$ cat config.mk
export PLATFORM = sky130hd
export DESIGN_NAME = dircc_receive_dispatcher
export DESIGN_NICKNAME = d
export VERILOG_FILES = /design/src/rtl/dircc_system_states_pkg.sv /design/src/rtl/dircc_receive_timeout.sv /design/src/rtl/dircc_receive_dispatcher.sv
export SDC_FILE = /design/constraint.sdc
export NUM_CORES = 1
export LEC_CHECK = 0
export BUFFER_PORTS_ARGS = -buffer_cell sky130_fd_sc_hd__clkbuf_2
export CAP_MARGIN = 30
export CORE_MARGIN = 8
export CORE_UTILIZATION = 30
export CTS_CLUSTER_DIAMETER = 30
export DETAILED_ROUTE_END_ITERATION = 8
export PLACE_DENSITY = 0.62
export SYNTH_ARGS = -nofsm -noshare
export SYNTH_HDL_FRONTEND = slang
export SYNTH_HIERARCHICAL = 1
export SYNTH_SLANG_ARGS = --single-unit
$ cat constraint.sdc
create_clock -name clk -period 2.4 [get_ports clk]
set_clock_uncertainty 0.15 [all_clocks]
set_input_delay 0.48 -clock clk [delete_from_list [all_inputs] [get_ports clk]]
set_output_delay 0.48 -clock clk [all_outputs]
set_load 0.02 [all_outputs]
$ cat src/rtl/dircc_system_states_pkg.sv
// rtl/dircc_system_states_pkg.sv - shared thread/packet types and receive dispatcher FSM states
package dircc_system_states_pkg;

    localparam int THREAD_COUNT        = 8;
    localparam int DIRCC_STATE_STOPPED = 2;

    typedef struct packed {
        logic [7:0]  kind;
        logic [23:0] payload;
    } packet_data_t;

    typedef struct packed {
        logic [7:0]  dircc_state;
        logic [31:0] accumulate;
    } device_state_t;

    typedef enum logic [2:0] {
        IDLE,
        READ,
        CAPTURE,
        DISPATCH,
        WAIT,
        WRITEBACK
    } receive_dispatch_state_t;

endpackage

$ cat src/rtl/dircc_receive_timeout.sv
// rtl/dircc_receive_timeout.sv - loadable down-counter flagging an expired handler wait
module dircc_receive_timeout #(
    parameter int WIDTH = 16
) (
    input  logic             clk,
    input  logic             reset_n,
    input  logic             load,
    input  logic [WIDTH-1:0] load_value,
    input  logic             count_en,
    output logic             expired
);

    logic [WIDTH-1:0] count_q;
    logic [WIDTH-1:0] count_d;

    always_comb begin
        count_d = count_q;
        if (load) begin
            count_d = load_value;
        end else if (count_en && (count_q != '0)) begin
            count_d = count_q - 1'b1;
        end
    end

    always_ff @(posedge clk or negedge reset_n) begin
        if (!reset_n) begin
            count_q <= '0;
        end else begin
            count_q <= count_d;
        end
    end

    assign expired = (count_q == '0);

endmodule

$ cat src/rtl/dircc_receive_dispatcher.sv
// rtl/dircc_receive_dispatcher.sv - serialising read/dispatch/writeback sequencer for the receive handler
// Optional: DIRCC_RECEIVE_DROP_STOPPED_EN drops packets addressed to stopped devices.
module dircc_receive_dispatcher
    import dircc_system_states_pkg::*;
#(
    parameter int ADDRESS_MEM_WIDTH = 32,
    parameter int TIMEOUT_CYCLES    = 255
) (
    input  logic                         clk,
    input  logic                         reset_n,
    input  packet_data_t                 packet_in,
    input  logic [ADDRESS_MEM_WIDTH-1:0] packet_dest,
    input  logic [7:0]                   edge_id_in,
    input  logic [7:0]                   port_id_in,
    input  logic                         packet_in_valid,
    output logic                         packet_in_ready,
    output logic                         state_rd_en,
    output logic [ADDRESS_MEM_WIDTH-1:0] state_rd_address,
    input  device_state_t                state_rd_data,
    output logic [ADDRESS_MEM_WIDTH-1:0] address,
    output logic                         receive_done,
    output packet_data_t                 packet_out,
    output logic                         packet_out_valid,
    output logic [7:0]                   edge_id,
    output logic [7:0]                   port_id,
    output device_state_t                read_state,
    input  logic                         packet_handled,
    input  device_state_t                write_state,
    input  logic                         write_state_valid,
    output logic                         state_wr_en,
    output logic [ADDRESS_MEM_WIDTH-1:0] state_wr_address,
    output device_state_t                state_wr_data,
    output logic                         busy,
    output logic                         error_timeout,
    output logic [15:0]                  drop_count
);

    // Counter is loaded with N-1 so the response is still accepted in the Nth WAIT cycle.
    localparam logic [15:0] TIMEOUT_LOAD = 16'(TIMEOUT_CYCLES - 1);

    receive_dispatch_state_t state_q, state_d;

    logic [ADDRESS_MEM_WIDTH-1:0] dest_q, dest_d;
    packet_data_t                 pkt_q, pkt_d;
    logic [7:0]                   edge_q, edge_d;
    logic [7:0]                   port_q, port_d;
    device_state_t                read_state_q, read_state_d;
    device_state_t                wr_data_q, wr_data_d;
    logic                         error_q, error_d;
    logic [15:0]                  drop_q, drop_d;
    logic                         drop_inc;
    logic                         timer_load;
    logic                         timer_expired;

    dircc_receive_timeout #(
        .WIDTH(16)
    ) u_timeout (
        .clk        (clk),
        .reset_n    (reset_n),
        .load       (timer_load),
        .load_value (TIMEOUT_LOAD),
        .count_en   (state_q == WAIT),
        .expired    (timer_expired)
    );

    always_comb begin
        state_d      = state_q;
        dest_d       = dest_q;
        pkt_d        = pkt_q;
        edge_d       = edge_q;
        port_d       = port_q;
        read_state_d = read_state_q;
        wr_data_d    = wr_data_q;
        error_d      = error_q;
        drop_inc     = 1'b0;
        timer_load   = 1'b0;

        case (state_q)
            IDLE: begin
                if (packet_in_valid) begin
                    dest_d = packet_dest;
                    pkt_d  = packet_in;
                    edge_d = edge_id_in;
                    port_d = port_id_in;
                    if (packet_dest >= ADDRESS_MEM_WIDTH'(THREAD_COUNT)) begin
                        drop_inc = 1'b1;
                    end else begin
                        state_d = READ;
                    end
                end
            end
            READ: begin
                state_d = CAPTURE;
            end
            CAPTURE: begin
                read_state_d = state_rd_data;
`ifdef DIRCC_RECEIVE_DROP_STOPPED_EN
                if (state_rd_data.dircc_state[DIRCC_STATE_STOPPED]) begin
                    drop_inc = 1'b1;
                    state_d  = IDLE;
                end else begin
                    state_d = DISPATCH;
                end
`else
                state_d = DISPATCH;
`endif
            end
            DISPATCH: begin
                timer_load = 1'b1;
                state_d    = WAIT;
            end
            WAIT: begin
                if (write_state_valid || packet_handled) begin
                    wr_data_d = write_state;
                    state_d   = WRITEBACK;
                end else if (timer_expired) begin
                    error_d = 1'b1;
                    state_d = IDLE;
                end
            end
            WRITEBACK: begin
                state_d = IDLE;
            end
            default: begin
                state_d = IDLE;
            end
        endcase

        drop_d = (drop_inc && (drop_q != 16'hFFFF)) ? drop_q + 16'd1 : drop_q;
    end

    always_ff @(posedge clk or negedge reset_n) begin
        if (!reset_n) begin
            state_q      <= IDLE;
            dest_q       <= '0;
            pkt_q        <= '0;
            edge_q       <= '0;
            port_q       <= '0;
            read_state_q <= '0;
            wr_data_q    <= '0;
            error_q      <= 1'b0;
            drop_q       <= '0;
        end else begin
            state_q      <= state_d;
            dest_q       <= dest_d;
            pkt_q        <= pkt_d;
            edge_q       <= edge_d;
            port_q       <= port_d;
            read_state_q <= read_state_d;
            wr_data_q    <= wr_data_d;
            error_q      <= error_d;
            drop_q       <= drop_d;
        end
    end

    assign packet_in_ready  = (state_q == IDLE);
    assign busy             = (state_q != IDLE);
    assign state_rd_en      = (state_q == READ);
    assign state_rd_address = dest_q;
    assign receive_done     = (state_q == DISPATCH);
    assign packet_out_valid = (state_q == DISPATCH);
    assign state_wr_en      = (state_q == WRITEBACK);
    assign state_wr_address = dest_q;
    assign state_wr_data    = wr_data_q;
    assign address          = dest_q;
    assign packet_out       = pkt_q;
    assign edge_id          = edge_q;
    assign port_id          = port_q;
    assign read_state       = read_state_q;
    assign error_timeout    = error_q;
    assign drop_count       = drop_q;

endmodule

# [After elaboration in Yosys (flattened, before gate mapping)]
# Cells that the tools add are included.
# W data, S select, Z words.
[op_classes] div_mod_pow=0 add_sub_neg=2 eq_ne=9 n_shift=0 n_mul=0 mux=11 bitwise_logic=1 n_lt_le_gt_ge=1 reduce_logical=12
[op_table] cell="$ge A32 B4 Y1 const B" n=1
[op_table] cell="$mux W16" n=2
[op_table] cell="$add A16 B1 Y16 const B" n=1
[op_table] cell="$logic_not A16 Y1" n=1
[op_table] cell="$ne A16 B16 Y1 const B" n=1
[op_table] cell="$reduce_bool A16 Y1" n=1
[op_table] cell="$sub A16 B1 Y16 const B" n=1
[op_table] cell="$pmux W3 S5" n=1
[op_table] cell="$mux W3" n=4
[op_table] cell="$eq A3 B2 Y1 const B" n=2
[op_table] cell="$eq A3 B3 Y1 const B" n=2
[op_table] cell="$reduce_and A3 Y1" n=2
[op_table] cell="$mux W1" n=4
[op_table] cell="$ne A2 B2 Y1 const B" n=2
[op_table] cell="$reduce_and A2 Y1" n=2
[op_table] cell="$eq A3 B1 Y1 const B" n=1
[op_table] cell="$logic_not A3 Y1" n=1
[op_table] cell="$ne A3 B3 Y1 const B" n=1
[op_table] cell="$reduce_bool A3 Y1" n=1
[op_table] cell="$logic_and A1 B1 Y1" n=2
[op_table] cell="$reduce_bool A2 Y1" n=1
[op_table] cell="$logic_or A1 B1 Y1" n=1
[op_table] cell="$not A1 Y1" n=1
[totals] memories=0 word_cells=49 rom_bits=0 inputBits=165 latchBits=0 ff_bits=196 ramBits=0

# [Longest topological paths before layout]
# Gate-level depths: netlist of run 1.
[depth] word_depth=5 depth_mapped=8

# [Cells and area by module]
# Netlist of run 1, hierarchy kept.
[modules_own_cells] mod="dircc_receive_dispatcher" area_each_um2=7484.7 seq_area_each_um2=4504.3 cells_each=674 instances=1
[modules_own_cells] mod="dircc_receive_timeout" area_each_um2=1063.5 seq_area_each_um2=400.4 cells_each=124 instances=1

# [Least setup slack after synthesis of run 1]
# No wires, ideal clock.
[synth_path] path_type="reg2reg" from="register state_q[2]" to="register u_timeout.count_q[11]" setup_ns=0.082 synth_period_minus_slack_ns=2.458 path_stages_with_launch=7 arrival_time_ns=2.226 required_ns=2.168 slack_ns=-0.058 cell_sequence="dfrtp_1 -> buf_2 -> nor3b_1 -> nor4b_1 -> nand2_1 -> or4_1 -> a31oi_1"
[synth_via] elab_chain_len=3
[synth_rtl] element="start, declared" line="dircc_receive_dispatcher.sv:41" source="receive_dispatch_state_t state_q, state_d;"
[synth_rtl] element="start signal, assigned" line="dircc_receive_dispatcher.sv:144" source="state_q <= state_d;"
[synth_rtl] element="$eq A3 B2 Y1 or $eq A3 B3 Y1 (tied branches)" line="dircc_receive_dispatcher.sv:78, dircc_receive_dispatcher.sv:62"
[synth_rtl] element="$mux W1 or $logic_and A1 B1 Y1 (tied branches)" line="dircc_receive_dispatcher.sv:78, dircc_receive_timeout.sv:20"
[synth_rtl] element="$mux W16 or $reduce_bool A2 Y1 (tied branches)"
[synth_rtl] element="end signal, assigned" line="dircc_receive_timeout.sv:29" source="count_q <= count_d;"
[synth_rtl] element="end, declared" line="dircc_receive_timeout.sv:13" source="logic [WIDTH-1:0] count_q;"
# Several ways; a longest one is shown, not always the timed one.
# A chain may end at the register's enable or synchronous reset.

# [Final worst setup path of run 1]
[layout_path] from="register u_timeout.count_q[0]" to="register u_timeout.count_q[1]"
[layout_via] elab_chain_len=3
[layout_rtl] element="$sub A16 B1 Y16 or $reduce_bool A16 Y1 (tied branches)" line="dircc_receive_timeout.sv:21, dircc_receive_timeout.sv:20"
[layout_rtl] element="$mux W16 or $logic_and A1 B1 Y1 (tied branches)" line="dircc_receive_timeout.sv:20" source="end else if (count_en && (count_q != '0)) begin"
[layout_rtl] element="$mux W16 or $reduce_bool A2 Y1 (tied branches)"
# Several ways; a longest one is shown, not always the timed one. The select of a mux whose other input is x is not followed.

==> results of run 1 <==
## final cells by class
class,instances,area [um2],share of cell area [%]
Timing Repair Buffer,446,2420,21.1
Multi-Input combinational cell,512,3030,26.5
Clock inverter,13,154,1.34
Clock buffer,19,443,3.86
Inverter,7,26.3,0.229
Sequential cell,196,4900,42.8
Tap cell,384,480,4.19
## logic make-up (layout without fill, tap and decap cells)
kind of cell	after synthesis	in the layout	share of synthesized area, %
compound gates	35	35	2.80
flops	196	196	57.4
buf+inv	104	485	7.93
fa+ha+maj	2	2	0.293
other cells	2	16	0.0879
simple gates	359	359	18.8
mux	85	85	11.2
xor+xnor	15	15	1.54
## registers in the layout, summed over array words and instances, names as in the netlist
register	cells
error_timeout	1
state_wr_data	40
port_id	8
read_state	40
packet_out	32
drop_count	16
u_timeout/count_q	16
state_q	3
address	32
edge_id	8
## repair_timing
action,in CTS,in global routing
hold endpoints to repair,39,0
resized for setup,0,2
endpoints found under the setup margin,0,3
setup buffers,0,1
hold buffers,1,0
## power groups by stage
stage	Sequential [W]	Clock, W	Combinational (W)
after floorplan	0.00550	0	0.00233
after global placement	0.00466	0	0.00441
after detailed placement	0.00469	0	0.00443
after CTS	0.00464	0.00301	0.00443
after global routing	0.00475	0.00314	0.00465
final	0.00463	0.00290	0.00433
## final timing paths
kind                       cells past startpoint                             start                                to  slack [ns]
max in group asynchronous                      3                           reset_n        read_state[13]$_DFFE_PN0P_        1.03
min reg2reg                                    2        packet_out[30]$_DFFE_PN0P_        packet_out[30]$_DFFE_PN0P_        0.32
min in group asynchronous                      2                           reset_n     state_wr_data[29]$_DFFE_PN0P_        0.43
max reg2reg                                    6  u_timeout/count_q[0]$_DFFE_PN0P_  u_timeout/count_q[1]$_DFFE_PN0P_        0.14
max                                            6  u_timeout/count_q[0]$_DFFE_PN0P_  u_timeout/count_q[1]$_DFFE_PN0P_        0.14
min                                            3                     edge_id_in[1]            edge_id[1]$_DFFE_PN0P_        0.09
## metal layers
metal | GRT usage [%] | vias to the layer above
li1 | - | 3319
met1 | 16.6 | 3377
met2 | 25.3 | 204
met3 | 4.41 | 20
met4 | 3.62 | 2
met5 | 0 | -
## cells in the mapped netlist, types with 6 or more instances
master / number / area (um2)
dfrtp_1: 196 / 4900
nand2_1: 264 / 991
buf_4: 69 / 518
mux2_1: 6 / 67.6
o21ai_1: 6 / 30.0
nand4_1: 6 / 37.5
nor2_1: 19 / 71.3
clkbuf_1: 15 / 56.3
nand3_1: 10 / 50.1
buf_2: 11 / 55.1
inv_1: 7 / 26.3
a21oi_1: 7 / 35.0
mux2_2: 76 / 856
nor3_1: 7 / 35.0
nor4_1: 9 / 56.3
xnor2_1: 14 / 123
a31oi_1: 6 / 37.5
## cells in the final DEF (no fill, tap or decap), types with 9 or more instances in the layout
| cell type | netlist | layout |
|---|---|---|
| buf_4 | 69 | 27 |
| clkbuf_16 | 0 | 17 |
| clkbuf_2 | 0 | 410 |
| conb_1 | 2 | 16 |
| dfrtp_1 | 196 | 196 |
| mux2_2 | 76 | 76 |
| nand2_1 | 264 | 264 |
| nand3_1 | 10 | 10 |
| nor2_1 | 19 | 19 |
| nor4_1 | 9 | 9 |
| xnor2_1 | 14 | 14 |
## worst reg2reg max path, stage by stage, from the launching register on
cell and delay [ns]:
dfrtp_1 0.40, inv_1 0.10, ha_1 0.20, or4b_4 0.50
o41ai_4 0.34, mux2_1 0.35, a21oi_1 0.16
## through the flow
stage | util, % | total power [W] | cells | cell area [um2]
2_1_floorplan | - | 0.00783 | 812 | 8610
3_3_place_gp | 38.2 | 0.00906 | 1543 | 10800
3_5_place_dp | 38.2 | 0.00912 | 1543 | 10800
4_1_cts | 40.3 | 0.0121 | 1576 | 11400
5_1_grt | 40.4 | 0.0125 | 1577 | 11500
6_report | 40.4 | 0.0119 | 1577 | 11500
==> metrics.md, run 1 <==
| Metric | Value |
|---|---|
| Tightest Hold Check Type | `in -> reg` |
| GPL Wtd Cong | `0.786` |
| Crit path max-delay cell type | `or4b_4` |
| Largest net degree at the start of global routing | `65` |
| Tot GR Track Use | `14.3%` |
| Place WS | `between 0.06 and 0.07 ns` |
| Worst setup margin | `0.143 ns` |
| VDD IR-drop max | `521 uV` |
| Cell area power density | `1040 nW/um2` |
| Initial core utilization | `30.1%` |
| Top FF cell, synth | `dfrtp_1` |
| DRC violations left | `0` |
| Depth of the CTS H-tree | `4` |
| Root buffer cell | `clkbuf_16` |
| Outcome | `complete, no violations` |
| Crit Path Category | `reg -> reg` |
| Clk pin slew, worst setup/hold paths | `0.08 ns` |
| Cell count after synthesis | `798` |
| Crit path max-delay family | `simple AND/OR/NAND/NOR gates` |
| DP HPWL | `around 20 mm` |
| Vias/cell | `4.39` |
| Worst setup SP type | `flop` |
| Area grow syn2layout | `34.1%` |
| CP bufs+invs | `1` |
| Die area | `34,200 um2` |
| Register area share after synthesis | `a little under three fifths` |
| Post-DRT Antenna Nets | `0` |
| Share of layout cells above drive strength 1 | `47.7%` |
| Final WL | `about 25 mm` |
| Synthesized area | `8550 um2` |
| CTS Buffer Depth | `2` |
| Crit path arrival time | `2.45 ns` |
| Net Switching | `0.00506 W` |
| Number of synthesized flops with an enable pin | `0` |
| Avg WL per Cell | `16.2 um` |
| Final period utilization | `94.1%` |
| Required time of the critical path | `2.59 ns` |
| Worst hold slack | `0.0868 ns` |
| Unique masters post-synth | `55` |
| CTS tree | `done` |
| Max_slew headroom | `61.5%` |
| Unrepaired setup endpoints after global routing | `no` |
| IO Pins | `412` |
| Clock latency on the worst-skew pair | `0.42 ns` |
| Worst-margin pin slew | `between 0.5 and 0.6 ns` |
| Ys Warns | `6` |
| Worst-path fanout max | `4` |
| Fill cells | `2,874` |
| Core Rows | `62` |
| Sequential share of power | `roughly two fifths` |
| Cell Int Power | `just under 0.007 W` |
| Ant. Diodes | `0` |
| Fin. Hold Viols | `0` |
| First-pass GRT wire length | `38.7 mm` |
| Clk sinks | `196` |
| Nets | `1,347` |
| Die width | `around 180 um` |
| Inserted Clock Buffers | `17` |
| Mean post-synth cell area | `10.7 um2` |
| Final critical-path required period | `2.26 ns` |
| Max-Cap Viols | `0` |
| Core ar. | `approximately 28,000 um2` |
| Setup tns final | `0 ns` |
| Register bit total from synthesis | `196` |
| GRT overflow | `0` |
| Port bufs | `411` |
| Initial detailed-routing violation count | `about 270` |
| Asr flop ratio synth | `100%` |
| Metal3 WL | `1.84 mm` |
| Length of routed wiring on met1 | `9.98 mm` |
| Cell breakdown of the critical path | `inv_1 -> ha_1 -> or4b_4 -> o41ai_4 -> mux2_1 -> a21oi_1` |
| DR pass1 iterations | `4` |
| Sw Ratio | `42.7%` |
| Met2 wire length | `about 13 mm` |
| FMAX | `443 MHz` |
| Via count | `slightly below 7,000` |
| CP Capture Type | `flop` |
| Max-slew violation count | `0` |
| Final setup viols | `0` |
| Crit path largest cell delay | `0.50 ns` |
| Top routing layer in use | `met5` |
| Power share of the clock group | `24.5%` |
| Initial antenna violation count | `1` |
| Die Height | `185 um` |
| Comb pwr share | `roughly 37%` |
| Leakage | `6.36 nW` |
| Vias in the first global route | `6,975` |
Power figures use the tool's default switching activity.
==> inputs of run 2 (changes only) <==
--- a/config.mk
+++ b/config.mk
@@ -5,13 +5,13 @@
 export SDC_FILE = /design/constraint.sdc
 export NUM_CORES = 1
 export LEC_CHECK = 0
-export BUFFER_PORTS_ARGS = -buffer_cell sky130_fd_sc_hd__clkbuf_2
 export CAP_MARGIN = 30
 export CORE_MARGIN = 8
 export CORE_UTILIZATION = 30
 export CTS_CLUSTER_DIAMETER = 30
 export DETAILED_ROUTE_END_ITERATION = 8
-export PLACE_DENSITY = 0.62
+export DONT_BUFFER_PORTS = 1
+export PLACE_DENSITY = 0.49
 export SYNTH_ARGS = -nofsm -noshare
 export SYNTH_HDL_FRONTEND = slang
 export SYNTH_HIERARCHICAL = 1
==> metrics.md, run 2 (synthesized netlist as in run 1, its figures left out) <==
| Metric | Value |
|---|---|
| Worst path depth | `3 (was 6)` |
| Worst r2r src | `u_timeout/count_q[10]$_DFFE_PN0P_ (was u_timeout/count_q[0]$_DFFE_PN0P_)` |
| Met1 usage | `16.2% (was 16.6%)` |
| GR Layer Usage met3 | `4.75% (was 4.41%)` |
| Clk sinks | `196 (unchanged)` |
| Power share of the clock group | `27.2% (was 24.5%)` |
| Sequential share of power | `59.6% (was 39.0%)` |
| Cell Int Power | `0.00604 W (was 0.00680 W)` |
| Fin. Hold Viols | `196 (was 0)` |
| Outcome | `finished with violations (was complete, no violations)` |
| Initial detailed-routing violation count | `356 (was 273)` |
| Final setup viols | `0 (unchanged)` |
| First-pass GRT wire length | `36.2 mm (was 38.7 mm)` |
| Setup tns final | `0 ns (unchanged)` |
| R2R cell count | `4 (was 6)` |
| VDD IR-drop max | `576 uV (was 521 uV)` |
| Critical Path Source | `state_q[2]$_DFFE_PN0P_ (was u_timeout/count_q[0]$_DFFE_PN0P_)` |
| Worst hold slack | `-0.409 ns (was 0.0868 ns)` |
| DR pass1 iterations | `4 (unchanged)` |
| Leakage | `4.90 nW (was 6.36 nW)` |
| Most frequent cells in the layout | `nand2_1, dfrtp_1, mux2_2 (was clkbuf_2, nand2_1, dfrtp_1)` |
| CP Capture Type | `primary output (was flop)` |
| Max-Cap Viols | `0 (unchanged)` |
| Max-slew violation count | `0 (unchanged)` |
| Area grow syn2layout | `18.1% (was 34.1%)` |
| Failing checks | `hold timing` |
| Avg WL per Cell | `19.3 um (was 16.2 um)` |
| Placed cell area | `8800 um2 (was 10,800 um2)` |
| Vias in the first global route | `6,045 (was 6,975)` |
| Crit path max-delay family | `buffers and inverters (was simple AND/OR/NAND/NOR gates)` |
| DRC violations left | `0 (unchanged)` |
| Cell area power density | `1060 nW/um2 (was 1040 nW/um2)` |
| Tot GR Track Use | `13.8% (was 14.3%)` |
| Die area | `34,200 um2 (unchanged)` |
| CP bufs+invs | `2 (was 1)` |
| Vias/cell | `4.55 (was 4.39)` |
| IO Pins | `412 (unchanged)` |
| DP HPWL | `17.2 mm (was 19.7 mm)` |
| CTS Buffer Depth | `2 (unchanged)` |
| Core Rows | `62 (unchanged)` |
| Required time of the critical path | `1.77 ns (was 2.59 ns)` |
| Final WL | `24.0 mm (was 25.5 mm)` |
| Final critical-path required period | `2.22 ns (was 2.26 ns)` |
| Max_slew headroom | `42.5% (was 61.5%)` |
| CP dominant cell by count | `buf_4` |
| Clk pin slew, worst setup/hold paths | `0.08 ns (about the same)` |
| Core ar. | `28,400 um2 (unchanged)` |
| Sw Ratio | `43.4% (was 42.7%)` |
| Cell breakdown of the critical path | `buf_4 -> and3b_1 -> buf_4 (was inv_1 -> ha_1 -> or4b_4 -> o41ai_4 -> mux2_1 -> a21oi_1)` |
| Comb pwr share | `13.2% (was 36.5%)` |
| GPL Wtd Cong | `0.781 (was 0.786)` |
| Via count | `5,651 (was 6,922)` |
| Depth of the CTS H-tree | `4 (unchanged)` |
| Met2 Usage GRT | `23.0% (was 25.3%)` |
| Tightest Hold Check Type | `in -> async (was in -> reg)` |
| Initial antenna violation count | `1 (unchanged)` |
| Worst-path fanout max | `8 (was 4)` |
| GRT overflow | `0 (unchanged)` |
| Most common cell after layout, fill and taps aside | `nand2_1 (was clkbuf_2)` |
| Grt peak-use layer | `met2 (unchanged)` |
| Fill cells | `2,835 (was 2,874)` |
| Crit Path Category | `reg -> out (was reg -> reg)` |
| Post-DRT Antenna Nets | `0 (unchanged)` |
| Final period utilization | `92.4% (was 94.1%)` |
| Crit path arrival time | `1.59 ns (was 2.45 ns)` |
| Design area | `10,100 um2 (was 11,500 um2)` |
| Initial core utilization | `30.1% (unchanged)` |
| Nets | `1,011 (was 1,347)` |
| Inserted Clock Buffers | `17 (unchanged)` |
| Worst setup SP type | `flop (unchanged)` |
| Net Switching | `0.00464 W (was 0.00506 W)` |
| Clock latency on the worst-skew pair | `0.43 ns (was 0.42 ns)` |
| FMAX | `451 MHz (was 443 MHz)` |
| Unrepaired setup endpoints after global routing | `no (unchanged)` |
| Setup Buffers After CTS | `0 (unchanged)` |
| Root buffer cell | `clkbuf_16 (unchanged)` |
| Crit path largest cell delay | `0.38 ns (was 0.50 ns)` |
| Share of layout cells above drive strength 1 | `19.0% (was 47.7%)` |
| Port bufs | `0 (was 411)` |
| Worst-margin pin slew | `0.863 ns (was 0.576 ns)` |
| CTS tree | `done (unchanged)` |
| Die Height | `185 um (unchanged)` |
| Crit path max-delay cell type | `dfrtp_1 (was or4b_4)` |
| Die width | `185 um (unchanged)` |
| Largest net degree at the start of global routing | `197 (was 65)` |
## run 2: cell count changes in the layout (fill, tap and decap cells not counted), sizes merged
cell / before / now
clkbuf: 430 / 18
dlygate4sd3: 1 / 70
buf: 34 / 40
diode: 0 / 2
inv: 15 / 13
bufinv: 0 / 1
clkinv: 5 / 6
clkinvlp: 0 / 1
## run 2: stage by stage
step | hold WS [ns] | std cells | total power, W | utilization (%) | worst slack, ns
2_1_floorplan | 0.0344 | 812 | 0.00783 | - | 0.177
3_3_place_gp | 0.0400 | 1139 | 0.00775 | 31.0 | 0.0447
5_1_grt | -0.451 | 1241 | 0.0113 | 35.5 | 0.0632
6_report | -0.409 | 1243 | 0.0107 | 35.6 | 0.182
4_1_cts | -0.443 | 1237 | 0.0108 | 35.4 | 0.0450
3_5_place_dp | 0.0405 | 1139 | 0.00778 | 31.0 | 0.0348
## run 2: layout make-up
cell class / instances / area, um2 / area share [%]
Antenna cell: 2 / 5.00 / 0.0496
Inverter: 7 / 26.3 / 0.260
Clock inverter: 14 / 163 / 1.61
Sequential cell: 196 / 4900 / 48.6
Tap cell: 384 / 480 / 4.76
Clock buffer: 18 / 429 / 4.25
Timing Repair Buffer: 110 / 1050 / 10.4
Multi-Input combinational cell: 512 / 3040 / 30.1
## run 2: metal layers
layer / vias to the layer above / wire length [um]
li1: 2638 / -
met1: 2786 / 9230
met2: 205 / 12400
met3: 22 / 1970
met4: 0 / 487
met5: - / 0
## run 2: path summary, 6_finish.rpt
| path | end | slack, ns |
|---|---|---|
| setup / recovery | receive_done | 0.18 |
| hold / removal | drop_count[2]$_DFFE_PN0P_ | -0.41 |
| setup reg to reg | u_timeout/count_q[1]$_DFFE_PN0P_ | 0.20 |
| hold reg to reg | state_q[0]$_DFFE_PN0P_ | 0.45 |
| max in group asynchronous | state_q[1]$_DFFE_PN0P_ | 2.22 |
| min in group clk | edge_id[6]$_DFFE_PN0P_ | 0.03 |
## run 2: repair_timing
action	CTS	global route
setup endpoints to repair	0	1
hold endpoints to repair	262	200
hold buffers	66	4
gates resized for setup	0	1
## run 2: power by group through the flow
stage	Sequential [W]	Clock, W	Combinational [W]
after global placement	0.00644	0	0.00131
after CTS	0.00638	0.00302	0.00143
after detailed placement	0.00643	0	0.00135
after global routing	0.00650	0.00316	0.00161
after floorplan	0.00550	0	0.00233
final	0.00637	0.00290	0.00141
